### src/rtl/mux2_rr_arbiter.sv
// Two-requester round-robin arbiter sharing one 2:1 mux into a registered
// output stage, with saturating per-source transfer counters.
module mux2_rr_arbiter #(
   parameter int N  = 4,
   parameter int CW = 8
) (
   input  logic          clk,
   input  logic          reset,
   input  logic          a_valid,
   input  logic [N-1:0]  a_data,
   output logic          a_ready,
   input  logic          b_valid,
   input  logic [N-1:0]  b_data,
   output logic          b_ready,
   output logic          out_valid,
   output logic [N-1:0]  out_data,
   output logic          out_src,
   input  logic          out_ready,
   output logic [CW-1:0] cnt_a,
   output logic [CW-1:0] cnt_b
);

   logic          last_grant;
   logic          load_en;
   logic          grant_a;
   logic          grant_b;
   logic          xfer;
   logic [N-1:0]  mux_out;

   // last_grant: 0 = A served last, 1 = B served last
   assign grant_a = a_valid && (!b_valid || last_grant);
   assign grant_b = b_valid && (!a_valid || !last_grant);

   assign load_en = !out_valid || out_ready;
   assign mux_out = grant_b ? b_data : a_data;

   assign a_ready = !reset && load_en && grant_a;
   assign b_ready = !reset && load_en && grant_b;
   assign xfer    = a_ready || b_ready;

   always_ff @(posedge clk or posedge reset) begin
      if (reset) begin
         out_valid  <= 1'b0;
         out_data   <= '0;
         out_src    <= 1'b0;
         last_grant <= 1'b1;
         cnt_a      <= '0;
         cnt_b      <= '0;
      end else if (xfer) begin
         out_valid  <= 1'b1;
         out_data   <= mux_out;
         out_src    <= grant_b;
         last_grant <= grant_b;
         if (grant_a && cnt_a != '1)
            cnt_a <= cnt_a + 1'b1;
         if (grant_b && cnt_b != '1)
            cnt_b <= cnt_b + 1'b1;
      end else if (out_ready) begin
         out_valid  <= 1'b0;
      end
   end

endmodule

### config.mk
export PLATFORM = sky130hd
export DESIGN_NAME = mux2_rr_arbiter
export DESIGN_NICKNAME = d
export VERILOG_FILES = /design/src/rtl/mux2_rr_arbiter.sv
export SDC_FILE = /design/constraint.sdc
export NUM_CORES = 1
export LEC_CHECK = 0
export BUFFER_PORTS_ARGS = -buffer_cell sky130_fd_sc_hd__buf_2
export CAP_MARGIN = 25
export CORE_MARGIN = 2
export CORE_UTILIZATION = 45
export CTS_CLUSTER_DIAMETER = 50
export DETAILED_ROUTE_END_ITERATION = 6
export PLACE_DENSITY = 0.72
export SYNTH_ARGS = -nofsm -noshare
export SYNTH_HDL_FRONTEND = slang
export SYNTH_SLANG_ARGS = --single-unit
### constraint.sdc
create_clock -name clk -period 2.9 [get_ports clk]
set_clock_uncertainty 0.2 [all_clocks]
set_input_delay 0.58 -clock clk [delete_from_list [all_inputs] [get_ports clk]]
set_output_delay 0.58 -clock clk [all_outputs]
set_load 0.03 [all_outputs]
==> metrics list, run 1 <==
- Dividing total power by cell area gives a power density of 891 nW/µm².
- In this run the static leakage power is 0.722 nW.
- The die covers 2980 µm².
* Final setup margin: 382 ps
- Sequential cell area fraction in the yosys report: 0.500
* Time the final worst path needs with I/O delays and setup: 2520 ps
- A synthesized cell averages 10.2 µm².
- Cell type with the largest total area after synthesis: sky130_fd_sc_hd__dfrtp_1
* Count of final max-slew check failures: 0
- The library cell used most frequently in the layout, excluding fill and tap cells, is sky130_fd_sc_hd__buf_2.
- After clock tree synthesis, the clock-pin slew on the worst setup and hold paths is 120 ps.
- Required @ worst endpoint: 2120 ps
* Number of H-tree branching levels: 1
- For this run, asynchronously set or reset flops after synthesis account for 1.00.
- In this design, the largest share of critical-path delay is due to simple AND/OR/NAND/NOR gates.
* Drt first pass iters: 5
* TritonCTS clock tree: done
* Critical R2R Launch: cnt_b[0]$_DFFE_PP0P_
* Number of placement rows: 18
- Share of layout cells above drive strength 1: 0.323
* Die height: 54.6 µm
- In this run, CTS created clock tree buffers numbering 3.
- Synthesis handed over a netlist of 113 instances.
* Share of the core filled with cells: 0.574
- After the last flow step, the layout net total stands at 171.
- Of the post-synthesis cell area, the dominant cell type holds 0.477.
* Setup crit start kind: register
* Post-detailed-placement half-perimeter wirelength: 1980 µm
- Fmax: 0.397 GHz
- Dividing the final minimum period by the clock period gives 0.868.
- Post-CTS timing repair inserted 0 buffers for setup.
* Initial antenna violation count: 0
- The die is 54.6 µm wide.
- I/O pin total: 37
* Final routed wire length divided by cell count: 13.6 µm
- Number of synthesized flops with an enable pin: 0
- Tightest Pin Transition: 765 ps
- After detailed placement, the design holds a cell count of 181.
* Number of port buffers: 36
- The setup check on the worst reg-to-reg path leaves a slack of 690 ps.
* Number of sinks on the clock net: 23
* Clock network latency to the later pin of the worst-skew pair: 300 ps
* Maximum number of pins on one net before global-route repair: 24
- Root buffer cell: sky130_fd_sc_hd__clkbuf_4
- Post-synthesis sequential element count: 23
- Unrepaired setup endpoints after global routing: false
- The first global-routing pass estimated 4150 µm of wire.
- Setup violations remaining at the end of the flow were counted as 0.
- By startpoint and endpoint, the worst setup path is classified as register to primary output.
* Number of hold-repair buffers added at the cts stage: 0
- Traced cell by cell, the critical path runs through nor2b_1, or4b_4, inv_1, buf_2.
- Commonest register cell after synthesis: sky130_fd_sc_hd__dfrtp_1
- The tool flagged a number of max-cap violations equal to 0.
- Outcome: complete, no violations
- After synthesis the cells add up to 1150 µm².
- The area growth from synthesis to layout is 22.1%.
- Crit Path Max Fanout: 7
- The largest individual stage delay along the critical path comes from the cell sky130_fd_sc_hd__dfstp_2.
* Initial Util: 0.470
- The via count of the first global-routing pass is 947.
* Remaining max-slew budget at the tightest pin: 0.486
- Post-route insts no fill: 185
* Arr. time, crit path: 1740 ps
- In the final timing run, aggregate negative setup slack is 0 ps.
- Depth of the most critical reg-to-reg path: 4
* Max Root-Sink Buffers: 2
- After detailed routing, the number of remaining DRC violations is 0.
- Gates resized, CTS repair: 0
* Final hold violations: 0
* Total vias in the final route: 1003
- Number of diodes added for antenna fixing: 0
- The top cell types in the final layout, fill and taps aside, are sky130_fd_sc_hd__buf_2, sky130_fd_sc_hd__dfrtp_1, sky130_fd_sc_hd__nand2_1, sky130_fd_sc_hd__nor2_1, sky130_fd_sc_hd__a21oi_1.
- Cell types occupying the most area after synthesis: sky130_fd_sc_hd__dfrtp_1, sky130_fd_sc_hd__nand2_1, sky130_fd_sc_hd__xor2_1, sky130_fd_sc_hd__a21oi_1, sky130_fd_sc_hd__a31oi_1
* End of the worst register-to-register path: cnt_b[1]$_DFFE_PP0P_
* Overflow after GRT: 0
- For this run, the number of Yosys warnings is 0.
- STA classifies the critical path endpoint as a primary output.
- Peak supply drop: 511 µV
* Delay of the slowest cell on the worst path: 570 ps
* Total global-route track usage: 0.191
- The worst hold path belongs to the class input port to asynchronous set/reset pin.
* Remaining antenna violation count: 0
- Post-synth cell types: 32
* Number of vias per cell: 5.42
* Post-Route WL: 2510 µm
- Buffering stage count on the worst path with inverters included: 2
- Final weighted congestion in routability-driven placement: 0.769
- After floorplanning, the core was sized to cover 2450 µm².
* Minimum setup slack after placement: 480 ps
- The first routing iteration left 21 violations.
- Post-synth net total: 128
==> worst max path at each step <==
stage	from	slack, ps	to	cells after the start
after floorplan	reset	460	b_ready	3
after global placement	b_valid	500	a_ready	5
after detailed placement	b_valid	480	a_ready	5
after CTS	last_grant$_DFFE_PP1P_	370	a_ready	4
after global routing	last_grant$_DFFE_PP1P_	320	a_ready	4
final	last_grant$_DFFE_PP1P_	380	a_ready	4
==> registers in the layout, summed over array words and instances, names as in the netlist <==
signal / cells
out_data: 4
cnt_b: 8
last_grant: 1
out_src: 1
cnt_a: 8
out_valid: 1
==> report_power, final <==
part | switching (mW) | total [mW] | internal (mW) | leakage (nW)
clock | 0.0916 | 0.145 | 0.0535 | 0.0150
sequential | 0.129 | 0.555 | 0.427 | 0.277
combinational | 0.373 | 0.555 | 0.181 | 0.430
total | 0.594 | 1.26 | 0.662 | 0.722
==> stage by stage <==
stage          area (µm²)  hold WS (ps)  total power [mW]
2_1_floorplan        1150           253             0.935
3_3_place_gp         1380           269              1.09
3_5_place_dp         1380           267              1.12
4_1_cts              1410           173              1.27
5_1_grt              1410           185              1.35
6_report             1410           174              1.26
==> logic make-up (layout without fill, tap and decap cells) <==
kind of cell	count (synthesis)	count (layout)	share of synthesized area
AOI/OAI and AO/OA	17	17	0.104
xor gates and xnor gates	9	9	0.0683
adders and majority gates	2	2	0.0217
buffers and inverters	7	49	0.0293
DFF	23	23	0.500
muxes	4	4	0.0369
and+or+nand+nor	51	51	0.240
==> cell usage after synthesis, drive strengths merged, types with 2 or more instances <==
| cell type | number |
|---|---|
| nor2b | 3 |
| ha | 2 |
| and3 | 2 |
| nand2 | 19 |
| xnor2 | 3 |
| nand3 | 3 |
| nor4 | 3 |
| and4 | 3 |
| dfrtp | 22 |
| mux2i | 2 |
| nor3 | 4 |
| a31oi | 5 |
| inv | 6 |
| a21oi | 7 |
| mux2 | 2 |
| xor2 | 6 |
| nor2 | 7 |
| nand4 | 3 |
==> final cells by class <==
| type | count | area, µm² |
|---|---|---|
| Sequential cell | 23 | 577 |
| Multi-Input combinational cell | 83 | 543 |
| Inverter | 6 | 22.5 |
| Fill cell | 236 | 1050 |
| Tap cell | 30 | 37.5 |
| Clock buffer | 4 | 26.3 |
| Timing Repair Buffer | 39 | 203 |
==> routing by layer <==
layer  up-vias  part of all wire  global-route usage
met2        29              0.53               0.355
met5         -                 0                   0
met4         0           0.00080              0.0375
met1       490              0.42               0.234
li1        482                 -                   -
met3         2             0.044              0.0246
==> worst reg2reg max path: stages (launching register included) <==
cell and delay [ps]:
sky130_fd_sc_hd__dfrtp_1 450, sky130_fd_sc_hd__ha_1 240, sky130_fd_sc_hd__and3_1 200, sky130_fd_sc_hd__a2111oi_2 620, sky130_fd_sc_hd__mux2_2 400
Note: power is estimated with default switching activity, not from simulation.
==> run 2, diff against run 1 <==
--- a/config.mk
+++ b/config.mk
@@ -7,11 +7,13 @@
 export LEC_CHECK = 0
 export BUFFER_PORTS_ARGS = -buffer_cell sky130_fd_sc_hd__buf_2
 export CAP_MARGIN = 25
+export CELL_PAD_IN_SITES_DETAIL_PLACEMENT = 1
+export CELL_PAD_IN_SITES_GLOBAL_PLACEMENT = 2
 export CORE_MARGIN = 2
-export CORE_UTILIZATION = 45
+export CORE_UTILIZATION = 30
 export CTS_CLUSTER_DIAMETER = 50
 export DETAILED_ROUTE_END_ITERATION = 6
-export PLACE_DENSITY = 0.72
+export PLACE_DENSITY_LB_ADDON = 0.1
 export SYNTH_ARGS = -nofsm -noshare
 export SYNTH_HDL_FRONTEND = slang
 export SYNTH_SLANG_ARGS = --single-unit
==> run 2 against run 1 <==
Net effect:
- critical path depth is the same
- critical path type unchanged
- maximum frequency grew 0.90%
- die area grew 46%
- via count shrank 0.80%
- register-to-register slack lost 30 ps
- sequential cell count is the same
- power grew 5.5%
- final area grew 3.5%
==> metrics list, run 2 (same netlist as run 1, synthesis figures left out) <==
- The final total negative setup slack was 0 ps (unchanged).
- Die height: 66.0 µm (+21%)
- The starting utilization of the core area was 0.313 (-0.157).
* Peak supply drop: 280 µV (-45%)
- The maximum number of pins on one net before global-route repair is 24 (unchanged).
- Net switching share of the total power: 0.465 (-0.00764)
- The number of placed I/O pins was 37 (unchanged).
- The net switching power figure is 616 µW (+3.8%).
- The net total in the final layout was 172 (+0.58%).
* Number of global-route vias before repair: 1041 (+9.9%)
- Setup repair after global routing left no endpoint under its margin.
- Number of vias per cell: 4.88 (-10%)
- Count of final max-slew check failures: 0 (unchanged)
- The first-iteration detailed-routing DRC count came to 34 (+62%).
* Met2 WL post-DR: 1310 µm (-1.7%)
- End of the worst register-to-register path: cnt_b[1]$_DFFE_PP0P_
* Overflow after GRT: 0 (unchanged)
* Depth of the most critical reg-to-reg path: 4 (unchanged)
- The logic gate share of total power was 0.420 (-0.022).
- Outcome: complete, no violations
- Share of layout cells above drive strength 1: 0.327 (+0.00434)
* Placed Instance Area: 1410 µm² (+2.2%)
- The all-layer global routing usage was 0.145 (-0.0467).
* Remaining antenna violation count: 0 (unchanged)
- The number of buffers inserted by hold repair at cts was 0 (unchanged).
- TritonCTS Buffers: 3 (unchanged)
- The met1 wire length came to 1350 µm (+27%).
* Non-Filler Cell Area, Final: 1460 µm² (+3.5%)
- Portion of total power attributed to the clock network: 0.155 (+0.039)
- From synthesis to final layout, the design area changed by 26.4%.
* Arr. time, crit path: 1720 ps (-20 ps)
- The worst path required time came to 2120 ps (about the same).
* Final setup margin: 404 ps (+22.6 ps)
- Gates resized, CTS repair: 0 (unchanged)
* Top sig layer: met4
- The max-slew headroom at the worst pin was 0.574 (+0.0882).
- The worst setup path is of the register to primary output kind.
- Kind of end point of the critical path: primary output
- The sequential cell fraction of total power came to 0.424 (-0.018).
- Largest registers in the final layout: cnt_a (8), cnt_b (8), out_data (4)
- The horizontal die dimension is 66.0 µm (+21%).
* Number of port buffers: 36 (unchanged)
- In this run the clock root is driven by a sky130_fd_sc_hd__clkbuf_8.
- The clock net sink count was 23 (unchanged).
- The min-delay analysis places its worst path in the category input port to asynchronous set/reset pin.
* Die footprint: 4360 µm² (+46%)
- The total power density per cell area is 909 nW/µm² (+2.0%).
- The minimum setup slack after placement was 467 ps (-12.3 ps).
* Clock slew at the register clock pins of the worst setup and hold paths: 80 ps (-40 ps)
* Most frequent standard cell in the layout excluding fill and tap cells: sky130_fd_sc_hd__buf_2
- The max-cap violation count is 0 (unchanged).
- The number of antenna violations at the first check in global routing is 0 (unchanged).
- The average wire length per cell after detail routing was 13.8 µm (+1.8%).
- The transition time of the tightest slew-check pin came to 638 ps (-128 ps).
* Detailed-routed wire length on met3: 111 µm (unchanged)
- The clock insertion delay at the later pin of the skew report was 270 ps (-30 ps).
- Max Root-Sink Buffers: 2 (unchanged)
- Number of diodes added for antenna fixing: 0 (unchanged)
- TritonCTS clock tree: done
- Leaving out fill and tap cells, the most frequent cells in the layout are sky130_fd_sc_hd__buf_2, sky130_fd_sc_hd__dfrtp_1, sky130_fd_sc_hd__nand2_1, sky130_fd_sc_hd__nor2_1, sky130_fd_sc_hd__a21oi_1.
* Time the final worst path needs with I/O delays and setup: 2500 ps (-22.6 ps)
* Number of buffers inserted by post-CTS setup repair: 0 (unchanged)
- # setup viols final: 0 (unchanged)
- Setup crit start kind: register
* Final hold violations: 0 (unchanged)
- Global-route wire length before repair: 4800 µm (+16%)
- The smallest hold slack came to 227 ps (+52.6 ps).
- Share of the cycle needed by the critical path after routing: 0.861 (-0.00778)
- Internal power contribution: 708 µW (+7.0%)
- Final weighted congestion in routability-driven placement: 0.791 (+2.8%)
- The area inside the core boundary was 3690 µm² (+50%).
- Crit Path Max Fanout: 7 (unchanged)
- The final wirelength is 2820 µm (+12%).
- Critical R2R Launch: cnt_b[0]$_DFFE_PP0P_
- The number of design rule violations left after detail routing came to 0 (unchanged).
* Number of placement rows: 22 (+4)
* Drt first pass iters: 3 (-2)
* Fmax: 0.401 GHz (+0.90%)
* Total vias in the final route: 995 (-0.80%)
- Number of H-tree branching levels: 1 (unchanged)
- The slack of the worst reg-to-reg path is 660 ps (-30 ps).
- The leakage power figure came to 0.734 nW (+1.8%).
- Post-detailed-placement half-perimeter wirelength: 2190 µm (+11%)
-- run 2: worst max path at each step --
stage	to	from	slack, ps	depth (start not counted)
final	a_ready	last_grant$_DFFE_PP1P_	400	4
after global routing	a_ready	last_grant$_DFFE_PP1P_	350	4
after CTS	a_ready	last_grant$_DFFE_PP1P_	390	4
after detailed placement	a_ready	b_valid	470	5
after global placement	a_ready	b_valid	490	5
after floorplan	b_ready	reset	460	3
-- run 2: final cells by class --
type                            instances  area (µm²)
Sequential cell                        23         577
Timing Repair Buffer                   40         210
Clock buffer                            4        45.0
Inverter                                6        22.5
Tap cell                               48        60.1
Multi-Input combinational cell         83         543
Fill cell                             442        2230
-- run 2: per-layer routing --
layer / vias to the layer above / GRT usage
li1: 484 / -
met1: 478 / 0.192
met2: 28 / 0.231
met3: 5 / 0.0256
met4: 0 / 0.0612
met5: - / 0
-- run 2: through the flow --
step                      std cells  power (mW)   util
after global placement          200        1.11  0.383
after CTS                       204        1.34  0.395
final                           204        1.32  0.395
after floorplan                 113       0.935      -
after detailed placement        200        1.13  0.383
after global routing            204        1.43  0.395
-- run 2: critical path, cell delays in order, from the launching register on --
cell and delay (ps):
sky130_fd_sc_hd__dfstp_2 570, sky130_fd_sc_hd__nor2b_1 60, sky130_fd_sc_hd__or4b_4 540, sky130_fd_sc_hd__inv_1 90, sky130_fd_sc_hd__buf_2 190
-- run 2: power groups by stage --
stage               combinational [mW]  sequential [mW]  clock [mW]
global placement                 0.554            0.558           0
global route                     0.617            0.583       0.226
finish                           0.557            0.562       0.206
detailed placement               0.566            0.568           0
floorplan                        0.193            0.743           0
CTS                              0.567            0.563       0.213
